### config.mk
export PLATFORM = sky130hd
export DESIGN_NAME = sd_decimator_prog_flat
export DESIGN_NICKNAME = d
export VERILOG_FILES = /design/src/rtl/sd_decimator_prog_if.sv /design/src/rtl/sd_decimator_prog.sv /design/src/flat_wrapper.sv
export SDC_FILE = /design/constraint.sdc
export NUM_CORES = 1
export LEC_CHECK = 0
export ABC_AREA = 0
export CAP_MARGIN = 0
export CORE_ASPECT_RATIO = 0.8
export CORE_MARGIN = 1.5
export CORE_UTILIZATION = 40
export CTS_CLUSTER_DIAMETER = 60
export DETAILED_ROUTE_END_ITERATION = 12
export PLACE_DENSITY = 0.66
export SETUP_SLACK_MARGIN = 0.02
export SLEW_MARGIN = 15
export SYNTH_ARGS = -nofsm -noshare
export SYNTH_HDL_FRONTEND = slang
export SYNTH_SLANG_ARGS = --single-unit
### constraint.sdc
create_clock -name clk -period 8.9 [get_ports clk]
set_input_delay 1.78 -clock clk [delete_from_list [all_inputs] [get_ports clk]]
set_output_delay 1.78 -clock clk [all_outputs]
set_load 0.005 [all_outputs]
### src/rtl/sd_decimator_prog_if.sv
// Sample-in / decimated-out handshake bundle for the sigma-delta decimator.
interface sd_decimator_prog_if #(
  parameter int IN_W  = 48,
  parameter int OUT_W = 32
) ();
  logic                    in_valid;
  logic signed [IN_W-1:0]  in_data;
  logic                    out_valid;
  logic                    out_ready;
  logic signed [OUT_W-1:0] out_data;
  logic                    out_sat;

  modport master (output in_valid, in_data, out_ready,
                  input  out_valid, out_data, out_sat);
  modport slave  (input  in_valid, in_data, out_ready,
                  output out_valid, out_data, out_sat);
endinterface

### src/rtl/sd_decimator_prog.sv
// Accumulate-and-dump decimator with programmable ratio/shift, round-half-up,
// saturation and a small output FIFO with sticky overrun reporting.
module sd_decimator_prog #(
  parameter int IN_W       = 48,
  parameter int ACC_W      = 64,
  parameter int OUT_W      = 32,
  parameter int RATIO_W    = 10,
  parameter int SHIFT_W    = 6,
  parameter int FIFO_DEPTH = 4
) (
  input  logic                 clk,
  input  logic                 reset_n,
  input  logic                 cfg_enable,
  input  logic [RATIO_W-1:0]   cfg_ratio,
  input  logic [SHIFT_W-1:0]   cfg_shift,
  sd_decimator_prog_if.slave   bus,
  output logic                 overrun,
  input  logic                 clr_overrun
);
  localparam int AW = $clog2(FIFO_DEPTH);
  localparam logic signed [ACC_W:0] MAX_W = {{(ACC_W-OUT_W+2){1'b0}}, {(OUT_W-1){1'b1}}};
  localparam logic signed [ACC_W:0] MIN_W = {{(ACC_W-OUT_W+2){1'b1}}, {(OUT_W-1){1'b0}}};

  typedef enum logic {IDLE, RUN} state_t;

  function automatic logic signed [ACC_W:0] round_shift(input logic signed [ACC_W-1:0] sum,
                                                        input logic [SHIFT_W-1:0] s);
    logic signed [ACC_W:0] wide;
    logic signed [ACC_W:0] half;
    wide = {sum[ACC_W-1], sum};
    half = (s == '0) ? '0 : ({{ACC_W{1'b0}}, 1'b1} << (s - SHIFT_W'(1)));
    return (wide + half) >>> s;
  endfunction

  // Returns {sat, data}.
  function automatic logic [OUT_W:0] saturate(input logic signed [ACC_W:0] r);
    if (r > MAX_W)      return {1'b1, 1'b0, {(OUT_W-1){1'b1}}};
    else if (r < MIN_W) return {1'b1, 1'b1, {(OUT_W-1){1'b0}}};
    else                return {1'b0, r[OUT_W-1:0]};
  endfunction

  state_t                    state;
  logic signed [ACC_W-1:0]   acc;
  logic signed [ACC_W-1:0]   sample_ext;
  logic signed [ACC_W-1:0]   sum_next;
  logic [RATIO_W-1:0]        count;
  logic [RATIO_W-1:0]        ratio_q;
  logic [RATIO_W-1:0]        eff_ratio;
  logic [SHIFT_W-1:0]        shift_q;
  logic                      dump;

  assign sample_ext = {{(ACC_W-IN_W){bus.in_data[IN_W-1]}}, bus.in_data};
  assign sum_next   = acc + sample_ext;
  assign eff_ratio  = (cfg_ratio == '0) ? RATIO_W'(1) : cfg_ratio;
  assign dump       = (state == RUN) && cfg_enable && bus.in_valid &&
                      (count == ratio_q - RATIO_W'(1));

  logic signed [ACC_W-1:0]   sum_p1;
  logic [SHIFT_W-1:0]        shift_p1;
  logic                      vld_p1;
  logic signed [OUT_W-1:0]   data_p2;
  logic                      sat_p2;
  logic                      vld_p2;

  // Accumulate stage: FSM, frame counter and config latch
  always_ff @(posedge clk or negedge reset_n) begin
    if (!reset_n) begin
      state   <= IDLE;
      acc     <= '0;
      count   <= '0;
      ratio_q <= RATIO_W'(1);
      shift_q <= '0;
      vld_p1  <= 1'b0;
      vld_p2  <= 1'b0;
    end else begin
      vld_p1 <= dump;
      vld_p2 <= vld_p1;
      case (state)
        IDLE: begin
          acc   <= '0;
          count <= '0;
          if (cfg_enable) begin
            state   <= RUN;
            ratio_q <= eff_ratio;
            shift_q <= cfg_shift;
          end
        end
        RUN: begin
          if (!cfg_enable) begin
            state <= IDLE;
            acc   <= '0;
            count <= '0;
          end else if (dump) begin
            acc     <= '0;
            count   <= '0;
            ratio_q <= eff_ratio;
            shift_q <= cfg_shift;
          end else if (bus.in_valid) begin
            acc   <= sum_next;
            count <= count + RATIO_W'(1);
          end
        end
        default: state <= IDLE;
      endcase
    end
  end

  // P1 holds the frame sum with the shift it was framed under; P2 holds the rounded result
  always_ff @(posedge clk) begin
    if (dump) begin
      sum_p1   <= sum_next;
      shift_p1 <= shift_q;
    end
    if (vld_p1) {sat_p2, data_p2} <= saturate(round_shift(sum_p1, shift_p1));
  end

  logic [OUT_W:0] mem [FIFO_DEPTH];
  logic [AW:0]    wr_ptr;
  logic [AW:0]    rd_ptr;
  logic [OUT_W:0] head;
  logic           empty;
  logic           full;
  logic           pop;
  logic           push;

  assign empty = (wr_ptr == rd_ptr);
  assign full  = (wr_ptr[AW] != rd_ptr[AW]) && (wr_ptr[AW-1:0] == rd_ptr[AW-1:0]);
  assign pop   = !empty && bus.out_ready;
  assign push  = vld_p2 && (!full || pop);
  assign head  = mem[rd_ptr[AW-1:0]];

  // FIFO stage: a push into a full FIFO only succeeds when the head leaves the same cycle
  always_ff @(posedge clk or negedge reset_n) begin
    if (!reset_n) begin
      wr_ptr  <= '0;
      rd_ptr  <= '0;
      overrun <= 1'b0;
    end else begin
      if (push) wr_ptr <= wr_ptr + 1'b1;
      if (pop)  rd_ptr <= rd_ptr + 1'b1;
      if (vld_p2 && !push) overrun <= 1'b1;
      else if (clr_overrun) overrun <= 1'b0;
    end
  end

  always_ff @(posedge clk) begin
    if (push) mem[wr_ptr[AW-1:0]] <= {sat_p2, data_p2};
  end

  assign bus.out_valid = !empty;
  assign bus.out_data  = empty ? '0 : head[OUT_W-1:0];
  assign bus.out_sat   = !empty && head[OUT_W];
endmodule
### src/flat_wrapper.sv
// flat-port wrapper written by rule: the top's interface ports become plain ports
module sd_decimator_prog_flat 
#(
  parameter int IN_W       = 48,
  parameter int ACC_W      = 64,
  parameter int OUT_W      = 32,
  parameter int RATIO_W    = 10,
  parameter int SHIFT_W    = 6,
  parameter int FIFO_DEPTH = 4
)
  (clk, reset_n, cfg_enable, cfg_ratio, cfg_shift, overrun, clr_overrun, bus_in_valid, bus_in_data, bus_out_ready, bus_out_valid, bus_out_data, bus_out_sat);
  sd_decimator_prog_if #(.IN_W(IN_W), .OUT_W(OUT_W)) bus_i ();
  input  logic clk;
  input  logic reset_n;
  input  logic cfg_enable;
  input  logic [RATIO_W-1:0] cfg_ratio;
  input  logic [SHIFT_W-1:0] cfg_shift;
  output logic overrun;
  input  logic clr_overrun;
  input wire logic [$bits(bus_i.in_valid)-1:0] bus_in_valid;
  input wire logic [$bits(bus_i.in_data)-1:0] bus_in_data;
  input wire logic [$bits(bus_i.out_ready)-1:0] bus_out_ready;
  output wire logic [$bits(bus_i.out_valid)-1:0] bus_out_valid;
  output wire logic [$bits(bus_i.out_data)-1:0] bus_out_data;
  output wire logic [$bits(bus_i.out_sat)-1:0] bus_out_sat;
  assign bus_i.in_valid = bus_in_valid;
  assign bus_i.in_data = bus_in_data;
  assign bus_i.out_ready = bus_out_ready;
  assign bus_out_valid = bus_i.out_valid;
  assign bus_out_data = bus_i.out_data;
  assign bus_out_sat = bus_i.out_sat;
  sd_decimator_prog #(.IN_W(IN_W), .ACC_W(ACC_W), .OUT_W(OUT_W), .RATIO_W(RATIO_W), .SHIFT_W(SHIFT_W), .FIFO_DEPTH(FIFO_DEPTH)) u_core (.clk(clk), .reset_n(reset_n), .cfg_enable(cfg_enable), .cfg_ratio(cfg_ratio), .cfg_shift(cfg_shift), .bus(bus_i), .overrun(overrun), .clr_overrun(clr_overrun));
endmodule
# Word-level counts from Yosys, hierarchy flattened
# Memories as Yosys holds them, arrays and structs flattened.
# Index checks and enable logic that the tools add are counted.
dict set report word_totals {
  register_bits 203
  output_inout_bits 35
  word_cells 76
  memories 1
  ramBits 132
}
dict set report op_classes {
  n_reduce_logical 16
  bitwise_logic 1
  addsub 7
  shift 2
  n_mux 25
  order_cmp 2
  eq_ne 8
}
# memory depth width rd rd_clocked_by_memory_dff write_ports line_no
set mem_list {}
lappend mem_list {u_core.mem 4 33 1 0 1 sd_decimator_prog.sv:117} ;# logic [OUT_W:0] mem [FIFO_DEPTH];
# op n
set op_table {}
lappend op_table {{2-to-1 mux 64 bit} 3}
lappend op_table {{one-hot mux 64 bit (2 select lines)} 1}
lappend op_table {{2-to-1 mux 10 bit} 7}
lappend op_table {{adder 64 x 65 -> 65 bit} 1}
lappend op_table {{> comparator 65 x 32 -> 1 bit, second input constant} 1}
lappend op_table {{< comparator 65 x 32 -> 1 bit, second input constant} 1}
lappend op_table {{2-to-1 mux 65 bit} 1}
lappend op_table {{<< shifter 1 x 6 -> 65 bit, first input constant} 1}
lappend op_table {{>>> shifter 65 x 6 -> 65 bit} 1}
lappend op_table {{adder 64 x 48 -> 64 bit} 1}
lappend op_table {{one-hot mux 10 bit (2 select lines)} 2}
lappend op_table {{2-to-1 mux 33 bit} 1}
lappend op_table {{2-to-1 mux 32 bit} 1}
lappend op_table {{2-to-1 mux 6 bit} 3}
lappend op_table {{one-hot mux 6 bit (2 select lines)} 1}
lappend op_table {{adder 10 x 1 -> 10 bit, second input constant} 1}
lappend op_table {{equality test 10 bit} 1}
lappend op_table {{zero test 10 bit} 1}
lappend op_table {{subtractor 10 x 1 -> 10 bit, second input constant} 1}
lappend op_table {{logical AND 1 bit} 8}
lappend op_table {{adder 3 x 1 -> 3 bit, second input constant} 2}
lappend op_table {{zero test 6 bit} 1}
lappend op_table {{!= test 2 bit, second input constant} 3}
lappend op_table {{subtractor 6 x 1 -> 6 bit, second input constant} 1}
lappend op_table {{other kinds (10)} 16}

# Depth between registers and ports, before layout
# Gate-level depths: netlist of run 1.
dict set report depth {
  depth_word 8
  depth_mapped 27
}

# Worst setup path after synthesis of run 1
# Ideal clock, no wire load.
dict set report synth_timing {
  path_type {register to register}
  from {reg u_core.shift_p1[2]}
  to {reg u_core.data_p2[10], data pin}
  slack_ns 1.629
  arrival_ns 7.005
  setup_ns 0.266
  t_required_ns 8.634
  path_stages_with_launch 24
  path_cell_list {edfxtp_1 clkbuf_1 inv_2 buf_1 buf_1 clkbuf_1 buf_1 nor4_1 ha_1 and4_1 a221o_1 a31o_2 o31a_2 o21ai_2 mux2_1 a221o_1 or2_0 mux4_2 a2111o_1 or4_1 o41ai_1 a31o_2 buf_4 o21ai_1}
}
dict set report synth_via {
  elab_chain_cells 7
}
# element line_no
set synth_rtl {}
lappend synth_rtl {{start: declaration} sd_decimator_prog.sv:59} ;# logic [SHIFT_W-1:0] shift_p1;
lappend synth_rtl {{start signal: assignment} sd_decimator_prog.sv:112} ;# shift_p1 <= shift_q;
lappend synth_rtl {{subtractor 6 x 1 -> 6 bit} sd_decimator_prog.sv:31} ;# half = (s == '0) ? '0 : ({{ACC_W{1'b0}}, 1'b1} << (s - SHIFT_W'(1)));
lappend synth_rtl {{<< shifter 1 x 6 -> 65 bit} sd_decimator_prog.sv:31}
lappend synth_rtl {{2-to-1 mux 65 bit} sd_decimator_prog.sv:31}
lappend synth_rtl {{adder 64 x 65 -> 65 bit} sd_decimator_prog.sv:32} ;# return (wide + half) >>> s;
lappend synth_rtl {{>>> shifter 65 x 6 -> 65 bit *} sd_decimator_prog.sv:32}
lappend synth_rtl {{< comparator 65 x 32 -> 1 bit} sd_decimator_prog.sv:38} ;# else if (r < MIN_W) return {1'b1, 1'b1, {(OUT_W-1){1'b0}}};
lappend synth_rtl {{2-to-1 mux 33 bit} sd_decimator_prog.sv:38}
lappend synth_rtl {{end signal: assignment} sd_decimator_prog.sv:114} ;# if (vld_p1) {sat_p2, data_p2} <= saturate(round_shift(sum_p1, shift_p1));
lappend synth_rtl {{end: declaration} sd_decimator_prog.sv:61} ;# logic signed [OUT_W-1:0] data_p2;
# Every way passes the cells marked *; elsewhere a longest branch is shown, timed or not.
# A chain may end at the register's enable or synchronous reset.

# Final worst setup path of run 1
dict set report layout_timing {
  from {reg u_core.shift_p1[4]}
  to {reg u_core.data_p2[21], data pin}
}
# Same word-level chain as after synthesis.

==> reports/results.ini, run 1 <==
[outcome]
status = finished clean

[clock_network]
cts_hold_buf = 0
h-tree-depth = 2
root_buffer = clkbuf_16
worstSkewPairLatency_ps = 590
cts_tree = done
cts_resized = 0
max-clock-path-buffers = 3
cts_sinks = 335
cts_made_buffers = 40
post_cts_buffers = 0
clkTransAtPathRegs_ps = 60

[drt]
drc_errors = 0
avgViaCountPerCell = 6.33
drt_iter0_drc = 2477
dr_total_vias = 23786
drt-total-wl_um = 90800
drtAntennaViolNets = 0
wl_per_cell_um = 24.2
firstDrtPassIters = 6

[synth]
netlist.area_leader.share_pct = 26.7
synth_nets = 2993
yosysSeqAreaShare_pct = 36.2
synth-edff-count = 235
synth-xor-area-share_pct = 4.08
syn_area_mm2 = 0.0264
synthTopCellsByArea = edfxtp_1 (27%), dfrtp_1 (9.4%), ha_1 (6.3%)
synth_fa_ha_area_share_pct = 6.50
synth_compound_area_share_pct = 23.6
synth_flop_cell = edfxtp_1
yosysWarningCount = 0
synth-simple-area-share_pct = 15.8
syn-instance-count = 2787
async_flop_share_pct = 29.9
synth_area_leader_cell = edfxtp_1
synth_top_family_by_area = compound AO/OA/AOI/OAI gates
ys_ff_latch = 335
synthMuxAreaShare_pct = 10.2
synth_cell_types = 109
postSynthAreaPerCell_um2 = 9.47

[critical_path]
cp.arrival_ps = 8400
rrSetupSlack_ps = 850
endpoint_kind = register
crit_top_cell = nand2_1
crit_required_ps = 9250
worstPathCellList = buf_4 > nand2_1 > nor3_1 > ha_1 > a21oi_1 > o21ai_0 > a221oi_1 > a31o_2 > nand2_1 > o2111a_1 > a311oi_1 > a221o_1 > nor3_1 > a211oi_1 > nand2_1 > or4b_1 > nor4_2 > o21ai_2 > o41ai_1
crit_fanout = 31
max_stage_delay_ps = 790
critPathKind = register to register
start_kind = register
slowest_stage = a221oi_1

[floorplan]
die-area_mm2 = 0.0676
coreArea_mm2 = 0.0655
initial_core_util_pct = 40.3
die_w_um = 290
rows = 84
die_y_um = 233
io_pins = 105

[place]
io_buffer_count = 104
place_congestion = 1.07
dpl_cell_area_mm2 = 0.0287
dp_hpwl_um = 68400

[grt]
grt_pass1_vias = 22781
grt_first_pass_wirelength_um = 139000
gr-usage-all-layers_pct = 26.3
grt_overflow = 0
antenna_found_initial = 1
grt_max_degree = 76

[final_layout]
drive_above_1_share_pct = 11.9
fin_util_pct = 46.0
n_antenna_cell = 0
area_growth_syn_to_layout_pct = 14.0
fillers = 6088
nets = 3073
final_cell_area_mm2 = 0.0301

[sta]
fin_setup_tns_ps = 0
maxClockFrequency_mhz = 124
rsz0062_at_grt = false
drv_slew = 0
tightest_slew_ps = 1070
setup_violations = 0
period_minus_slack_ps = 8050
skew_ps = 32.3
fin_crit_sh_pct = 90.5
report.final.hold_viol_count = 0
slew-limit-headroom_pct = 28.6

[power_and_ir_drop]
p_per_area_mw_per_mm2 = 146
p_leak_nw = 11.7
comb_power_share_pct = 20.2
p_switching_mw = 1.14
p_int_mw = 3.27
seq_power_share_pct = 39.3
p_sw_share_pct = 25.8
clockPowerShare_pct = 40.5
vdd_drop_max_uv = 164

[job]
drv_cap = 0

[hold_path]
hp-class = register to register

-- logic make-up (layout without fill, tap and decap cells) --
kind of cell    after synthesis  count (layout)
xor+xnor                    123             123
simple gates                855             855
mux                         189             189
other cells                   1               1
fa+ha+maj                   136             136
buf+inv                     236             346
compound gates              912             912
flops                       335             335
-- per-stage QoR --
step | worst slack (ps) | total power [mW] | hold WS [ps] | cells
6_report | 850 | 4.40 | 389 | 3757
5_1_grt | 701 | 4.59 | 396 | 3757
4_1_cts | 1150 | 4.46 | 390 | 3757
3_3_place_gp | 1160 | 2.65 | 366 | 3685
2_1_floorplan | 1630 | 2.29 | 419 | 2787
3_5_place_dp | 1200 | 2.66 | 372 | 3685
-- cells in the mapped netlist, types with 19 or more instances --
cell,n
inv_1,61
o211ai_1,31
buf_2,19
nor3_1,108
edfxtp_1,235
xor2_1,43
dfrtp_1,99
clkbuf_1,125
a31oi_1,23
mux2i_1,83
ha_1,134
nand4_1,43
buf_1,20
nor2b_1,46
a211oi_1,53
o21ai_0,153
a21oi_1,210
o21a_1,29
xnor2_1,80
a21o_1,65
o21bai_1,20
o21ai_1,39
mux4_2,59
nor2_1,227
and2_1,22
mux2_2,46
nand2_1,211
nand3_1,67
a22o_1,68
-- worst paths after layout --
path / startpoint / cells past startpoint / end
worst max-delay path: u_core.shift_p1[4]$_DFFE_PP_ / 19 / u_core.data_p2[21]$_SDFFCE_PN1P_
worst min-delay path: u_core.vld_p1$_DFF_PN0_ / 0 / u_core.vld_p2$_DFF_PN0_
worst max register to register: u_core.shift_p1[4]$_DFFE_PP_ / 19 / u_core.data_p2[21]$_SDFFCE_PN1P_
worst min register to register: u_core.vld_p1$_DFF_PN0_ / 0 / u_core.vld_p2$_DFF_PN0_
max in group asynchronous: reset_n / 2 / u_core.ratio_q[9]$_DFFE_PN0P_
min in group asynchronous: reset_n / 1 / u_core.acc[14]$_DFFE_PN0P_
-- layout make-up --
type	instances	area, um2	area share [%]
clock buffer	46	1040	3.47
inverter	66	248	0.823
timing repair buffer	208	1830	6.09
multi-input combinational	2216	15900	53.0
clock inverter	26	392	1.30
sequential	335	9560	31.8
tap	860	1080	3.58
-- registers in the layout (all words and copies together) (netlist names), 6 cells and up --
signal	cells
u_core.shift_p1	6
u_core.shift_q	6
u_core.mem	132
u_core.sum_p1	64
u_core.acc	64
u_core.data_p2	32
u_core.ratio_q	10
u_core.count	10
-- power by group through the flow --
stage / combinational (mW) / clock, mW / sequential [mW]
final: 0.889 / 1.78 / 1.73
after global routing: 0.974 / 1.88 / 1.74
after CTS: 0.903 / 1.82 / 1.73
after detailed placement: 0.898 / 0 / 1.76
after global placement: 0.888 / 0 / 1.76
after floorplan: 0.535 / 0 / 1.75
-- cells in the final DEF, fill, tap and decap left out, drive strengths merged, types with 13 or more instances in the layout --
| master | synthesis | routed |
|---|---|---|
| a2111oi | 13 | 13 |
| a211oi | 55 | 55 |
| a21o | 65 | 65 |
| a21oi | 212 | 212 |
| a221o | 13 | 13 |
| a22o | 68 | 68 |
| a31oi | 23 | 23 |
| and2 | 24 | 24 |
| and3 | 18 | 18 |
| buf | 45 | 105 |
| clkbuf | 125 | 46 |
| clkdlybuf4s50 | 0 | 103 |
| clkinv | 4 | 16 |
| dfrtp | 99 | 99 |
| edfxtp | 235 | 235 |
| ha | 134 | 134 |
| inv | 62 | 67 |
| mux2 | 47 | 47 |
| mux2i | 83 | 83 |
| mux4 | 59 | 59 |
| nand2 | 212 | 212 |
| nand2b | 14 | 14 |
| nand3 | 67 | 67 |
| nand4 | 45 | 45 |
| nor2 | 228 | 228 |
| nor2b | 46 | 46 |
| nor3 | 112 | 112 |
| nor4 | 18 | 18 |
| o211ai | 33 | 33 |
| o21a | 29 | 29 |
| o21ai | 193 | 193 |
| o21bai | 20 | 20 |
| o31ai | 16 | 16 |
| or2 | 13 | 13 |
| or3 | 18 | 18 |
| xnor2 | 80 | 80 |
| xor2 | 43 | 43 |
-- metal layers --
metal / track usage, % / part of all wire [%] / up-vias / wire length, um
met2: 40.7 / 43 / 1025 / 39300
li1: - / - / 10971 / -
met3: 4.12 / 7.5 / 154 / 6830
met5: 0 / 0.013 / - / 12
met4: 6.69 / 2.4 / 2 / 2170
met1: 38.2 / 47 / 11634 / 42500
-- worst max-delay path, delay by kind of cell, from the launching register on --
family | cells | cell delay (ps)
AO/OA/AOI/OAI | 10 | 4180
flip-flops | 1 | 620
adder cells (fa/ha/maj) | 1 | 370
AND/OR/NAND/NOR | 7 | 2230
buffers and inverters | 1 | 390
Power figures use the tool's default switching activity.
==> run 2, diff against run 1 <==
--- a/config.mk
+++ b/config.mk
@@ -14,2 +14,3 @@
 export DETAILED_ROUTE_END_ITERATION = 12
+export GPL_TIMING_DRIVEN = 0
 export PLACE_DENSITY = 0.66
==> constraint.sdc (replaced) <==
create_clock -name clk -period 8.9 [get_ports clk]
set_input_delay 0.89 -clock clk [delete_from_list [all_inputs] [get_ports clk]]
set_output_delay 0.89 -clock clk [all_outputs]
set_load 0.005 [all_outputs]
==> run 2 against run 1 <==
Compared with the run above:
- via count rose by 1.1%
- combinational power rose by 1%
- die area unchanged
- first-iteration DRC count grew 9.9%
- sequential power barely moved
- critical endpoint is now u_core.data_p2[17]$_SDFFCE_PN1P_
- highest routed layer unchanged
- global-route usage rose by 0.26 points
==> reports/results.ini, run 2 (synthesized netlist as in run 1, its figures left out) <==
[clock_network]
max-clock-path-buffers = 3  ; unchanged
h-tree-depth = 2  ; unchanged
root_buffer = clkbuf_16
cts_tree = done
cts_sinks = 335  ; unchanged
cts_made_buffers = 38  ; -5.0%
worstSkewPairLatency_ps = 580  ; about the same
clkTransAtPathRegs_ps = 60  ; about the same

[drt]
drt-total-wl_um = 91400  ; +0.66%
drc_errors = 0  ; unchanged
wl_per_cell_um = 23.9  ; -1.1%
firstDrtPassIters = 7  ; +1
avgViaCountPerCell = 6.29  ; -0.70%
drt_iter0_drc = 2722  ; +9.9%
drtAntennaViolNets = 0  ; unchanged
dr_total_vias = 24040  ; +1.1%

[critical_path]
endpoint_kind = register
critPathKind = register to register
rr_startpoint = u_core.shift_p1[3]$_DFFE_PP_
cp.arrival_ps = 9050  ; +650 ps
crit_fanout = 10  ; -68%
crit_required_ps = 9180  ; -70 ps
start_kind = register
critPathLaunch = u_core.shift_p1[3]$_DFFE_PP_

[floorplan]
die-area_mm2 = 0.0676  ; unchanged
coreArea_mm2 = 0.0655  ; unchanged
io_pins = 105  ; unchanged
rows = 84  ; unchanged
die_y_um = 233  ; unchanged
die_w_um = 290  ; unchanged
initial_core_util_pct = 40.3  ; unchanged

[sta]
report.final.hold_viol_count = 0  ; unchanged
period_minus_slack_ps = 8780  ; +726 ps
slew-limit-headroom_pct = 17.4  ; -11 points
rsz0062_at_grt = false
fin_crit_sh_pct = 98.6  ; +8.2 points
skew_ps = 28.5  ; -3.83 ps
hold-worst-slack_ps = 274  ; -116 ps
setup_violations = 0  ; unchanged
drv_slew = 0  ; unchanged
maxClockFrequency_mhz = 114  ; -8.3%
fin_setup_tns_ps = 0  ; unchanged
tightest_slew_ps = 1240  ; +167 ps

[place]
place_congestion = 1.02  ; -4.7%
io_buffer_count = 104  ; unchanged
dpl_cell_area_mm2 = 0.0287  ; +0.21%
placed_cells = 3758  ; +2.0%
dp_hpwl_um = 71100  ; +4.1%

[grt]
grt_first_pass_wirelength_um = 139000  ; -0.15%
grt_max_degree = 58  ; -24%
grt_pass1_vias = 22638  ; -0.63%
gr-usage-all-layers_pct = 26.6  ; +0.26 points
grt_overflow = 0  ; unchanged
antenna_found_initial = 3  ; +2

[final_layout]
most-common-layout-cells = edfxtp_1 (235), nor2_1 (221), nand2_1 (209), a21oi_1 (209), o21ai_0 (148)
drive_above_1_share_pct = 10.9  ; -1.1 points
final_cells = 3824  ; +1.8%
multi_input_area_mm2 = 0.0161  ; +0.89%
final_common_cell = edfxtp_1
n_antenna_cell = 0  ; unchanged
regArea_mm2 = 0.00956  ; unchanged
final_cell_area_mm2 = 0.0302  ; +0.26%
fillers = 6340  ; +4.1%
area_growth_syn_to_layout_pct = 14.3
largest_reg_flops = 132  ; unchanged
nets = 3142  ; +2.2%

[power_and_ir_drop]
p_leak_nw = 11.6  ; -0.88%
p_int_mw = 3.10  ; -5.0%
vdd_drop_max_uv = 108  ; -34%
p_sw_share_pct = 26.3  ; +0.49 points
comb_power_share_pct = 21.3  ; +1.1 points
clockPowerShare_pct = 37.5  ; -3.0 points
p_switching_mw = 1.11  ; -2.5%
p_total_mw = 4.21  ; -4.3%
seq_power_share_pct = 41.1  ; +1.8 points
p_per_area_mw_per_mm2 = 140  ; -4.6%

[job]
drv_cap = 0  ; unchanged

[hold_path]
hp-class = input pin to async pin

[outcome]
status = finished clean

==> run 2: changes by cell type in the layout (fill, tap and decap cells not counted), sizes merged <==
| cell | delta |
|---|---|
| clkbuf | +125 |
| bufinv | -4 |
| buf | -54 |
| clkinvlp | +1 |
| inv | -2 |
| clkdlybuf4s15 | +1 |
==> run 2: power by group through the flow <==
| stage | combinational (mW) | clock, mW | sequential (mW) |
|---|---|---|---|
| after floorplan | 0.535 | 0 | 1.75 |
| after global placement | 0.892 | 0 | 1.76 |
| after detailed placement | 0.905 | 0 | 1.76 |
| after CTS | 0.912 | 1.62 | 1.73 |
| after global routing | 0.988 | 1.68 | 1.74 |
| final | 0.899 | 1.58 | 1.73 |
==> run 2: worst max-delay path: stages, from the launching register on <==
cell      delay [ps]
edfxtp_1         470
clkinv_1         190
clkbuf_1         460
buf_2            370
clkbuf_2         360
clkbuf_2         340
clkbuf_2         370
nor4_4           130
ha_1             340
clkbuf_2         270
nand2_1          140
nor2_1           390
nand4_1          280
nor4b_1          600
o21ai_1          390
nand2b_1         250
xnor2_1           80
a221o_1          380
or2_0            260
mux4_2           510
a2111o_1         450
or4_1            400
o41ai_1          420
a31o_2           290
buf_6            160
o21ai_1          130
==> run 2: through the flow <==
stage	worst slack (ps)	utilization, %
CTS	21.9	45.9
detailed placement	-1010	43.9
global route	29.2	46.1
global placement	-1140	43.6
floorplan	1630	-
finish	124	46.1
==> run 2: layout make-up <==
cell class	instances	share of cell area, %
multi-input combinational	2216	53.3
sequential	335	31.7
inverter	66	0.821
clock buffer	47	3.30
buffer	166	2.43
clock inverter	21	0.867
tap	860	3.57
timing repair buffer	113	4.02
==> run 2: metal layers <==
metal | GRT usage (%) | share of wire, %
met1 | 38.7 | 46
met2 | 39.1 | 42
met3 | 6.06 | 10
met4 | 7.62 | 2.8
met5 | 0 | 0.014
==> run 2: what timing repair did <==
action	CTS	global route
hold buffers	0	0
setup endpoints to repair	32	32
endpoints found under the hold margin	0	0
gates resized for setup	31	72
pin swaps	2	0
buffers inserted	2	0
==> run 2: final timing paths <==
kind,to,slack (ps),cells past startpoint
min reg2reg,u_core.shift_p1[5]$_DFFE_PP_,450,0
min in group clk,u_core.shift_p1[5]$_DFFE_PP_,450,0
max in group asynchronous,u_core.ratio_q[0]$_DFFE_PN1P_,7860,2
max reg2reg,u_core.data_p2[17]$_SDFFCE_PN1P_,120,25
max,u_core.data_p2[17]$_SDFFCE_PN1P_,120,25
min,u_core.acc[14]$_DFFE_PN0P_,270,1
==> run 3, diff against run 2 <==
- CTS_CLUSTER_DIAMETER: 60 -> 30
- clock period: 8.9 -> 8.4 ns (I/O delays scaled with it)
==> run 3 against run 2 <==
Compared with the run above:
- setup slack got worse by 26 ps
- global-route usage increased by 0.56 points
- maximum frequency increased by 5.7%
- highest routed layer unchanged
==> reports/results.ini, run 3 (synthesized netlist as in run 1, its figures left out) <==
[job]
drv_cap = 0  ; unchanged

[clock_network]
cts_made_buffers = 69  ; +82%
h-tree-depth = 3  ; +1
cts_sinks = 335  ; unchanged
cts_tree = done
max-clock-path-buffers = 3  ; unchanged
cts_hold_buf = 0  ; unchanged
worstSkewPairLatency_ps = 640  ; +60 ps
root_buffer = clkbuf_16
clkTransAtPathRegs_ps = 60  ; about the same

[power_and_ir_drop]
vdd_drop_max_uv = 144  ; +33%
p_leak_nw = 12.3  ; +5.6%
p_per_area_mw_per_mm2 = 175  ; +26%
p_int_mw = 4.09  ; +32%
p_total_mw = 5.54  ; +32%
clockPowerShare_pct = 49.5  ; +12 points
p_sw_share_pct = 26.2  ; -0.10 points
comb_power_share_pct = 17.3  ; -4.0 points
p_switching_mw = 1.45  ; +31%
seq_power_share_pct = 33.2  ; -7.9 points

[hold_path]
hp-class = input pin to async pin

[drt]
maxUsedRoutingLayer = met5
wl_met1_um = 41900  ; +0.57%
wl_met2_um = 39300  ; +3.5%
drc_errors = 0  ; unchanged
dr_total_vias = 24486  ; +1.9%
drtAntennaViolNets = 0  ; unchanged
drt-total-wl_um = 93100  ; +1.8%
wl_per_cell_um = 23.9  ; +0.22%
firstDrtPassIters = 7  ; unchanged
drt_iter0_drc = 2531  ; -7.0%
wl_met3_um = 9210  ; +1.0%
avgViaCountPerCell = 6.30  ; +0.23%

[final_layout]
nets = 3177  ; +1.1%
fin_util_pct = 48.3  ; +2.2 points
largest_reg_flops = 132  ; unchanged
most-common-layout-cells = edfxtp_1 (235), nor2_1 (221), nand2_1 (206), a21oi_1 (204), o21ai_0 (140)
area_growth_syn_to_layout_pct = 19.7
final_common_cell = edfxtp_1
multi_input_area_mm2 = 0.0163  ; +1.4%
fillers = 6192  ; -2.3%
final_cell_area_mm2 = 0.0316  ; +4.7%
regArea_mm2 = 0.00956  ; unchanged
n_antenna_cell = 0  ; unchanged
drive_above_1_share_pct = 14.2  ; +3.4 points

[place]
place_congestion = 1.02  ; unchanged
dp_hpwl_um = 71100  ; unchanged
dpl_cell_area_mm2 = 0.0287  ; unchanged
io_buffer_count = 104  ; unchanged

[critical_path]
slowest_stage = mux4_2
start_kind = register
critPathCapture = u_core.data_p2[17]$_SDFFCE_PN1P_
r2r_end = u_core.data_p2[17]$_SDFFCE_PN1P_
rrSetupSlack_ps = 100  ; -30 ps
critPathKind = register to register
max_stage_delay_ps = 510  ; -90 ps
endpoint_kind = register
critPathLaunch = u_core.shift_p1[3]$_DFFE_PP_
rr_startpoint = u_core.shift_p1[3]$_DFFE_PP_
cp.arrival_ps = 8650  ; -400 ps
crit_top_cell = clkbuf_2
crit_required_ps = 8750  ; -430 ps
worstRegToRegCells = 25  ; unchanged
crit_fanout = 10  ; unchanged

[grt]
grt_pass1_vias = 23229  ; +2.6%
grt_first_pass_wirelength_um = 141000  ; +1.4%
grt_overflow = 0  ; unchanged
antenna_found_initial = 3  ; unchanged
grt_max_degree = 58  ; unchanged
gr-usage-all-layers_pct = 27.1  ; +0.56 points

[sta]
maxClockFrequency_mhz = 120  ; +5.7%
period_minus_slack_ps = 8300  ; -474 ps
tightest_slew_ps = 1250  ; +12.3 ps
slew-limit-headroom_pct = 16.6  ; -0.82 points
report.final.hold_viol_count = 0  ; unchanged
drv_slew = 0  ; unchanged
fin_setup_tns_ps = 0  ; unchanged
fin_crit_sh_pct = 98.8  ; +0.22 points
setup_violations = 0  ; unchanged
skew_ps = 53.5  ; +25.1 ps

[floorplan]
initial_core_util_pct = 40.3  ; unchanged
die_w_um = 290  ; unchanged
rows = 84  ; unchanged
coreArea_mm2 = 0.0655  ; unchanged
die-area_mm2 = 0.0676  ; unchanged
die_y_um = 233  ; unchanged
io_pins = 105  ; unchanged

[outcome]
status = finished clean

==> run 3: cell count changes in the layout (fill, tap and decap cells not counted), sizes merged <==
| cell | change |
|---|---|
| buf | +6 |
| clkinvlp | +4 |
| clkbuf | +31 |
| bufinv | +3 |
| clkdlybuf4s18 | +1 |
| inv | +10 |
| clkinv | +7 |
==> run 3: area by class of cell <==
type / count / area share [%]
multi-input cells: 2216 / 51.6
plain buffers: 166 / 2.41
clock buffers: 81 / 5.64
repair buffers: 117 / 3.93
flip-flops and latches: 335 / 30.3
well taps: 860 / 3.41
inverters: 66 / 0.808
clock inverters: 45 / 1.92
==> run 3: worst min-delay path by stage <==
stage	endpoint	cells past startpoint
3_5_place_dp	u_core.shift_p1[5]$_DFFE_PP_	0
3_3_place_gp	u_core.shift_p1[5]$_DFFE_PP_	0
6_report	u_core.acc[12]$_DFFE_PN0P_	1
4_1_cts	u_core.acc[10]$_DFFE_PN0P_	1
2_1_floorplan	u_core.shift_p1[0]$_DFFE_PP_	0
5_1_grt	u_core.acc[10]$_DFFE_PN0P_	1
==> run 3: worst max-delay path, delay by kind of cell (launching register included) <==
| family | cells | cell delay (ps) |
|---|---|---|
| adders and majority gates | 1 | 230 |
| xor gates and xnor gates | 1 | 80 |
| DFF | 1 | 440 |
| and+or+nand+nor | 8 | 2700 |
| muxes | 1 | 510 |
| buffers and inverters | 8 | 2190 |
| AOI/OAI and AO/OA | 6 | 1900 |
==> run 3: through the flow <==
| step | hold slack (ps) | cells | worst slack (ps) |
|---|---|---|---|
| floorplan | 419 | 2787 | 1130 |
| global route | 208 | 3886 | -50.2 |
| global placement | 431 | 3751 | -1640 |
| CTS | 175 | 3884 | 27.9 |
| detailed placement | 432 | 3758 | -1510 |
| finish | 159 | 3886 | 97.9 |
==> run 3: routing by layer <==
metal  global-route usage [%]  vias to the layer above
met3                     6.76                      174
met2                     40.1                     1203
met5                        0                        -
met1                     38.5                    11879
met4                     9.01                        6
li1                         -                    11224
==> run 3: power groups by stage <==
stage	sequential, mW	clock (mW)	combinational, mW
2_1_floorplan	1.86	0	0.566
5_1_grt	1.84	2.89	1.05
3_3_place_gp	1.87	0	0.945
3_5_place_dp	1.87	0	0.959
6_report	1.84	2.74	0.961
4_1_cts	1.84	2.80	0.974
==> run 3: what timing repair did <==
action,4_1_cts,5_1_grt
endpoints found under the setup margin,32,32
setup buffers,2,4
gates resized for setup,69,103
pin swaps,2,2
